<file path="src/rtl/store_merge_unit.sv">
// Read-modify-write sequencer for sw/sh/sb: merges the store operand into the
// addressed memory word and drives the write-data mux select and write strobe.
module store_merge_unit #(
    parameter int MEM_LATENCY = 1
) (
    input  logic        clk,
    input  logic        reset,
    input  logic        start,
    input  logic [1:0]  size,
    input  logic [31:0] addr,
    input  logic [31:0] store_data,
    input  logic [31:0] mem_rdata,
    output logic [31:0] mem_addr,
    output logic        mem_wr,
    output logic        write_data_sel,
    output logic [31:0] wc_out,
    output logic        busy,
    output logic        done,
    output logic        store_fault
);

    localparam int CW = $clog2(MEM_LATENCY + 1);

    typedef enum logic [2:0] {
        S_IDLE,
        S_RD_WAIT,
        S_MERGE,
        S_WRITE,
        S_DONE
    } state_t;

    typedef enum logic [1:0] {
        SZ_WORD = 2'b00,
        SZ_HALF = 2'b01,
        SZ_BYTE = 2'b10,
        SZ_BAD  = 2'b11
    } size_t;

    state_t        state;
    logic [CW-1:0] cnt;
    size_t         size_q;
    logic [1:0]    lane_q;
    logic [15:0]   data_q;
    logic [31:0]   rdata_q;
    logic          fault_q;
    logic          fault_req;

    // Little-endian lane replacement; bits outside the stored lane(s) pass through.
    function automatic logic [31:0] merge_word(
        input logic [31:0] word,
        input logic [15:0] data,
        input size_t       sz,
        input logic [1:0]  lane
    );
        logic [31:0] r;
        r = word;
        if (sz == SZ_BYTE) begin
            r[{lane, 3'b000} +: 8] = data[7:0];
        end else if (lane[1]) begin
            r[31:16] = data;
        end else begin
            r[15:0] = data;
        end
        return r;
    endfunction

    assign fault_req = (size == SZ_BAD) || ((size == SZ_HALF) && addr[0]);

    // NOTE: operand latches (size_q, lane_q, data_q, rdata_q) are always written
    // before they are read, so they carry no reset value.
    always_ff @(posedge clk) begin
        if (reset) begin
            state    <= S_IDLE;
            cnt      <= '0;
            mem_addr <= '0;
            wc_out   <= '0;
            fault_q  <= 1'b0;
        end else begin
            case (state)
                S_IDLE: begin
                    if (start) begin
                        size_q   <= size_t'(size);
                        lane_q   <= addr[1:0];
                        data_q   <= store_data[15:0];
                        mem_addr <= {addr[31:2], 2'b00};
                        fault_q  <= fault_req;
                        if (fault_req) begin
                            state <= S_DONE;
                        end else if (size == SZ_WORD) begin
                            wc_out <= store_data;
                            state  <= S_WRITE;
                        end else begin
                            cnt   <= CW'(MEM_LATENCY);
                            state <= S_RD_WAIT;
                        end
                    end
                end
                S_RD_WAIT: begin
                    cnt <= cnt - CW'(1);
                    // Read data is valid on the last of the MEM_LATENCY wait cycles.
                    if (cnt == CW'(1)) begin
                        rdata_q <= mem_rdata;
                        state   <= S_MERGE;
                    end
                end
                S_MERGE: begin
                    wc_out <= merge_word(rdata_q, data_q, size_q, lane_q);
                    state  <= S_WRITE;
                end
                S_WRITE: state <= S_DONE;
                S_DONE:  state <= S_IDLE;
                default: state <= S_IDLE;
            endcase
        end
    end

    // Strobe and mux select are gated by reset so an abort in WRITE drops the write.
    assign mem_wr         = (state == S_WRITE) && !reset;
    assign write_data_sel = (state == S_WRITE) && !reset;
    assign busy           = (state != S_IDLE);
    assign done           = (state == S_DONE);
    assign store_fault    = (state == S_DONE) && fault_q;

endmodule

</file>
<file path="config.mk">
export PLATFORM = sky130hd
export DESIGN_NAME = store_merge_unit
export DESIGN_NICKNAME = d
export VERILOG_FILES = /design/src/rtl/store_merge_unit.sv
export SDC_FILE = /design/constraint.sdc
export NUM_CORES = 1
export LEC_CHECK = 0
export CORE_MARGIN = 5
export CORE_UTILIZATION = 41
export CTS_BUF_LIST = sky130_fd_sc_hd__clkbuf_2 sky130_fd_sc_hd__clkbuf_4 sky130_fd_sc_hd__clkbuf_8
export DETAILED_ROUTE_END_ITERATION = 8
export PLACE_DENSITY_LB_ADDON = 0.05
export SLEW_MARGIN = 20
export SYNTH_ARGS = -nofsm -noshare
export SYNTH_HDL_FRONTEND = slang
export SYNTH_SLANG_ARGS = --single-unit
export TNS_END_PERCENT = 50
</file>
<file path="constraint.sdc">
create_clock -name clk -period 4.4 [get_ports clk]
set_input_delay 0.88 -clock clk [delete_from_list [all_inputs] [get_ports clk]]
set_output_delay 0.88 -clock clk [all_outputs]
set_load 0.02 [all_outputs]
</file>
==> run metrics, run 1 <==
CP required 3520 ps; Critical Path Max Stage Delay approximately 650 ps; worst reg2reg path depth 7; root buf cell clkbuf_8; share of cells above drive strength 1 about 16%; dpl cells between 800 and 900; top cell type by total area after synthesis edfxtp_1; grt ovf 0; Setup crit start state[0]; number of flops mapped to enable cells by yosys 52; total track usage 19.6%; Clock Skew 9.44 ps; CTS H-tree depth 4; Clock Latency Late Sink 440 ps; Crit-path slowest cell clkdlybuf4s50_1; status finished clean; RSZ-0062 raised after global routing false; hold crit path type reg2reg; critical path, cell by cell nand2_1 -> nor3_1 -> clkdlybuf4s50_1; largest net degree at the start of global routing 67; Worst VDD drop 255 uV; first-pass GRT wire length 25300 um; total CTS buffers 17; Cell Count, Final, Fillers Out 907; hold slack about 460 ps; Register Area 2900 um^2; R2R Setup Slk 1580 ps; Worst-Margin Slew 1050 ps; most frequent cell after synthesis dfxtp_1; DR WL/cell 17.9 um; router iterations before antenna repair 5; Max Fclk 0.349 GHz; Resized Gates After CTS 0; core box area 13800 um^2; # DRC 0; post-synthesis average cell area 10.1 um^2; Post-DRT Antenna Nets 0; setup bufs post-CTS 0; top cells by area, synth edfxtp_1 27%, dfxtp_1 23%, mux2i_1 5.7%, a21oi_1 5.1%, a211oi_2 4.8%; Synth top area share 27.1%; Num Clock Sinks between 100 and 150; synthesized cell area slightly below 6000 um^2; Starting Density 41.7%; fillers 1168; Worst-path clk slew 70 ps; Finished Cell Area between 7000 and 8000 um^2; I/O Pins 170; hold_buf cts 0; post-synthesis cell count 570; kind of critical path reg2out; Slew HR 30.1%; synthesis-to-finish area growth 36.0%; die area 16500 um^2; CP Max Fanout 11; YS warnings 0; hpwl dp 11200 um; crit path to write_data_sel; Detailed Route WL approximately 16000 um; Post-synth top cells 67 x dfxtp_1, 66 x nand2_1, 59 x a21oi_1, 52 x edfxtp_1, 39 x nor2_1; Crit path max-delay family buffers and inverters; fin crit period 2860 ps; leakage 2.80 nW; TritonCTS clock tree done; vias slightly below 5000; Fin. Hold Viols 0; port bufs between 150 and 200; Startpoint Class flop; Synth cell types 41; Critical R2R Launch lane_q[1]; diode count 0; setup TNS 0 ps; Arr. time, crit path 1980 ps; # rows 43; Nets 820; PwrDens 378 nW/um^2; Die Y 129 um; Initial DRC Count 318; Post-synth top flop dfxtp_1; critical path endpoint category primary output; multi-input logic area 2500 um^2; antenna violations before repair 0; synthesized flop and latch total 119; WP depth 3; Max-Cap Viols 0; max-slew violations 0; Reg2Reg Capture Point wc_out[3]; clk buf depth 2; vias per cell 5.29; RePlAce Congestion 0.799; Pwr Total 2.96 mW; Final setup viols 0; Placed Area around 7500 um^2; share of flip-flops with an asynchronous set or reset 0%; Die Wd 129 um; CP bufs+invs 1; Seq/Total Area, Yosys 50.3%; Tcrit/Tclk final 65.1%; via count of the first global-routing pass 4858
==> flip-flops by register name, indices dropped and copies added (netlist names) <==
signal and count:
size_q 2, wc_out 32, data_q 16, fault_q 1
cnt 1, lane_q 2, rdata_q 32, state 3
mem_addr 30
==> metal layers <==
metal,up-vias,GRT usage [%],wire length [um]
li1,2342,-,-
met1,2275,24.0,6990
met2,160,31.1,7540
met3,25,7.85,1360
met4,0,7.35,355
met5,-,0,0
==> cells in the final DEF, fill, tap and decap left out, types with 19 or more instances in the layout <==
cell / instances
inv_1: 28
a21oi_2: 28
a21oi_1: 59
clkbuf_8: 19
dfxtp_1: 67
o22ai_1: 22
clkdlybuf4s50_1: 166
o21ai_1: 22
a211oi_2: 22
nor2_1: 38
nand2_1: 66
edfxtp_1: 52
mux2i_1: 33
==> worst min-delay path, delay by kind of cell (launching register included) <==
kind | cells | cell delay [ps]
simple gates | 1 | 50
compound gates | 1 | 50
flops | 1 | 310
==> cell families after synthesis <==
family                     after synthesis  synth area share (%)
adders and majority gates                5                  1.09
other                                    1                0.0650
DFF                                    119                  50.3
buffers and inverters                   80                  6.62
muxes                                   34                  5.92
and+or+nand+nor                        149                  12.7
AOI/OAI and AO/OA                      182                  23.3
==> report_power, final <==
part           internal [mW]  leakage [nW]  switching, mW
clock                  0.531         0.204          0.411
combinational          0.323          1.57          0.385
sequential              1.25          1.02         0.0662
total                   2.10          2.80          0.862
==> worst min-delay path by stage <==
stage,start,end,cells past startpoint
2_1_floorplan,fault_q,fault_q,2
3_3_place_gp,fault_q,fault_q,2
3_5_place_dp,mem_addr[16],mem_addr[16],2
4_1_cts,mem_addr[14],mem_addr[14],2
5_1_grt,mem_addr[17],mem_addr[17],2
6_report,mem_addr[16],mem_addr[16],2
==> layout make-up <==
cell class | count | area share, %
clock buffer | 28 | 4.20
clock inverter | 4 | 0.590
inverter | 28 | 1.34
multi-input combinational | 372 | 31.9
sequential | 119 | 37.0
tap | 180 | 2.87
timing repair buffer | 176 | 22.1
==> metrics by stage <==
| step | utilization, % | setup WS [ps] |
|---|---|---|
| 2_1_floorplan | - | 1350 |
| 3_3_place_gp | 54.0 | 1470 |
| 3_5_place_dp | 54.0 | 1400 |
| 4_1_cts | 56.7 | 1490 |
| 5_1_grt | 56.7 | 1360 |
| 6_report | 56.7 | 1540 |
(Power assumes the default switching activity.)
==> run 2, diff against run 1 <==
Clock period 4.4 ns to 2.8 ns, I/O delays scaled along.
==> run 2 against run 1 <==
Compared with the run above:
- wire length shrank 0.59%
- die area is the same
- hold slack lost 3.0 ps
- first-iteration DRC count shrank 25%
- clock power grew 40%
- sequential share of layout area is essentially flat
- register-to-register slack lost 1200 ps
- cell count grew 0.33%
- power grew 52%
- critical endpoint is now mem_wr
- largest cell class unchanged
==> run metrics, run 2 (synthesized netlist as in run 1, its figures left out) <==
status finished clean; Critical Path Max Stage Delay 660 ps; CTS H-tree depth 4; Arr. time, crit path 2000 ps; hpwl dp 11300 um; diode count 0; critical path, cell by cell nand2_1 -> nor3_1 -> clkdlybuf4s50_1; vias 4797; # DRC 0; max-slew violations 0; TritonCTS clock tree done; kind of critical path reg2out; RSZ-0062 raised after global routing false; first-pass GRT wire length about 25000 um; Register Area ~2900 um^2; core box area about 14000 um^2; Num Clock Sinks ~120; worst reg2reg path depth 6; die area 16500 um^2; total CTS buffers 17; CP Max Fanout 11; Initial DRC Count 240; total track usage 19.5%; most frequent cells in the layout 166 x clkdlybuf4s50_1, 67 x dfxtp_1, 66 x nand2_1; CP required 2240 ps; vias per cell 5.27; Regs by FF count rdata_q x32, wc_out x32, mem_addr x30; hold path depth 2; Die Y roughly 130 um; multi-input logic area 2500 um^2; fillers 1191; RePlAce Congestion 0.820; Worst-Margin Slew 1090 ps; I/O Pins 170; synthesis-to-finish area growth 35.9%; PwrDens 575 nW/um^2; Clock Skew approximately 10 ps; Starting Density 41.7%; clk buf depth 2; most common cell after layout, fill and taps aside clkdlybuf4s50_1; Worst VDD drop 328 uV; Max Fclk 0.391 GHz; Clock Latency Late Sink between 400 and 500 ps; Resized Gates After CTS 0; router iterations before antenna repair 4; Startpoint Class flop; Post-Route Utilization 56.6%; Worst-path clk slew 60 ps; port bufs ~170; root buf cell clkbuf_8; Detailed Route WL approximately 16000 um; critical path endpoint category primary output; Fin. Hold Viols 0; hold crit path type reg2reg; grt ovf 0; share of cells above drive strength 1 16.2%; Nets 823; setup TNS 0 ps; Tcrit/Tclk final 91.4%; worst hold start mem_addr[29]; Post-DRT Antenna Nets 0; Final setup viols 0; setup bufs post-CTS 0; # rows 43; largest net degree at the start of global routing 65; via count of the first global-routing pass 4865; Crit-path slowest cell clkdlybuf4s50_1; Setup crit start state[0]; leakage 2.79 nW; fin crit period 2560 ps; Critical R2R Launch lane_q[0]; DR WL/cell roughly 18 um; hold_buf cts 0; antenna violations before repair 0; Slew HR 27.0%; Max-Cap Viols 0; Die Wd 129 um
-- run 2: cell types whose count changed in the layout (fill, tap and decap cells not counted), moves of 2 or more --
cell      change
buf_4         +2
clkbuf_4      -6
clkinv_2      +5
clkinv_1      +2
-- run 2: layout make-up --
cell class | count | share of cell area (%)
flip-flops and latches | 119 | 37.1
clock buffers | 21 | 3.45
repair buffers | 179 | 22.6
well taps | 180 | 2.88
multi-input cells | 372 | 31.9
clock inverters | 11 | 0.751
inverters | 28 | 1.34
-- run 2: metrics by stage --
stage / setup WS (ps) / power, mW / instance area, um^2 / cells / hold WS, ps
after global placement: 395 / 3.20 / 7500 / 878 / 442
final: 241 / 4.50 / 7830 / 910 / 454
after detailed placement: 316 / 3.22 / 7500 / 878 / 446
after CTS: 203 / 4.55 / 7830 / 910 / 456
after global routing: 85.2 / 4.73 / 7830 / 910 / 475
after floorplan: 386 / 2.74 / 5770 / 571 / 432
-- run 2: worst max-delay path, delay by kind of cell (launching register included) --
kind	cells	cell delay, ps
flip-flops	1	520
AND/OR/NAND/NOR	2	380
buffers and inverters	1	660
-- run 2: power breakdown --
group / total (mW) / switching [mW] / internal, mW
Sequential: 2.05 / 0.0932 / 1.96
Clock: 1.32 / 0.679 / 0.646
Combinational: 1.13 / 0.611 / 0.517
-- run 2: final timing paths --
path,end,slack [ps]
setup reg to reg,wc_out[27],400
hold / removal,mem_addr[29],450
setup / recovery,mem_wr,240
hold reg to reg,mem_addr[29],450
-- run 2: layer usage --
| layer | vias up | global-route usage (%) | share of wire (%) |
|---|---|---|---|
| met5 | - | 0 | 0 |
| met4 | 0 | 7.23 | 2.0 |
| li1 | 2344 | - | - |
| met1 | 2289 | 23.9 | 42 |
| met3 | 24 | 7.10 | 8.1 |
| met2 | 140 | 31.7 | 47 |
==> run 3, diff against run 2 <==
Settings changed: RECOVER_POWER set to 100.
==> run 3 against run 2 <==
Compared with the run above:
- cell count is 0.33% higher
- global-route usage stayed put
- combinational power is 7% lower
- power is 1.8% lower
- critical path type unchanged
==> run metrics, run 3 (synthesized netlist as in run 1, its figures left out) <==
status finished clean; critical path endpoint category primary output; synthesis-to-finish area growth 34.7%; total CTS buffers 17; # DRC 0; Slew HR about an eighth; setup TNS 0 ps; first-pass GRT wire length 25200 um; Fin. Hold Viols 0; Die Wd 129 um; Placed Area 7500 um^2; Net Sw Frac 30.8%; Num Clock Sinks 119; Cell Int Power 3.06 mW; Worst VDD drop 327 uV; Final setup viols 0; Post-Route Utilization 56.2%; most common cell after layout, fill and taps aside dlygate4sd3_1; power share of the clock group 29.9%; Nets ~820; DR WL/cell 17.7 um; Worst-path clk slew 60 ps; total track usage 19.5%; Resized Gates After CTS 0; Max-Cap Viols 0; TritonCTS clock tree done; hold crit path type reg2reg; root buf cell clkbuf_8; most frequent cells in the layout 119 x dlygate4sd3_1, 67 x dfxtp_1, 66 x nand2_1; setup bufs post-CTS 0; via count of the first global-routing pass between 4000 and 5000; Comb power frac about a quarter; max-slew violations 0; Detailed Route WL 16100 um; hold_buf cts 0; grt ovf 0; core box area 13800 um^2; CTS H-tree depth 4; Finished Cell Area 7770 um^2; Cell Count, Final, Fillers Out 913; hpwl dp 11300 um; largest net degree at the start of global routing 65; fillers approximately 1200; hold slack 450 ps; die area 16500 um^2; I/O Pins between 150 and 200; Post-DRT Antenna Nets 0; final worst slack about 210 ps; Pwr Total 4.42 mW; sequential fraction of design power 46.3%; Initial DRC Count 231; Clock Latency Late Sink 440 ps; PwrDens 569 nW/um^2; port bufs 167; RePlAce Congestion just over 0.8; router iterations before antenna repair 4; vias 4793; # rows 43; dpl cells 878; Worst-Margin Slew 1300 ps; pre-CTS setup slack 316 ps; Die Y 129 um; RSZ-0062 raised after global routing false; vias per cell 5.25; clk buf depth 2; leakage 2.97 nW; CP required 2240 ps; kind of critical path reg2out; antenna violations before repair 5; Clock Skew 9.84 ps; fin crit period 2590 ps; share of cells above drive strength 1 14.5%; Regs by FF count rdata_q x32, wc_out x32, mem_addr x30; Arr. time, crit path between 2000 and 2500 ps; Startpoint Class flop; Starting Density 41.7%; CP Max Fanout 11; Max Fclk 0.387 GHz; Tcrit/Tclk final approximately 90%; NetSw 1.36 mW
run 3: cell types whose count changed in the layout (fill, tap and decap cells not counted), moves of 6 or more:
cell             delta
clkdlybuf4s50_1   -119
dlygate4sd3_1     +119
o21ai_0            +17
o21ai_1            -17
a221oi_1            +6
a221oi_2            -6
run 3: critical path: stages (launching register included):
cell and delay (ps):
dfxtp_1 530, nand2_1 150, nor3_1 210, dlygate4sd3_1 710
run 3: layer usage:
layer	routed length (um)	track usage (%)	vias up	part of all wire, %
li1	-	-	2353	-
met1	6820	23.9	2257	42
met2	7680	31.7	152	48
met3	1300	7.10	27	8.1
met4	302	7.23	4	1.9
met5	21	0	-	0.13
run 3: final cells by class:
class                           instances  area [um^2]  share of cell area, %
Inverter                               28          105                   1.35
Multi-Input combinational cell        372         2440                   31.5
Clock inverter                         11         58.8                  0.757
Sequential cell                       119         2900                   37.4
Antenna cell                            3         7.51                 0.0967
Timing Repair Buffer                  179         1750                   22.6
Clock buffer                           21          270                   3.48
Tap cell                              180          225                   2.90
run 3: power by group through the flow:
stage	combinational, mW	sequential, mW	clock (mW)
2_1_floorplan	0.548	2.19	0
3_3_place_gp	1.12	2.08	0
3_5_place_dp	1.13	2.09	0
4_1_cts	1.14	2.05	1.36
5_1_grt	1.15	2.07	1.44
6_report	1.05	2.05	1.32
run 3: final timing paths:
check                    start            to  slack (ps)  depth (start not counted)
setup / recovery      state[0]        mem_wr         210                          3
hold / removal    mem_addr[29]  mem_addr[29]         450                          2
setup reg to reg     lane_q[1]    wc_out[27]         230                          6
hold reg to reg   mem_addr[29]  mem_addr[29]         450                          2
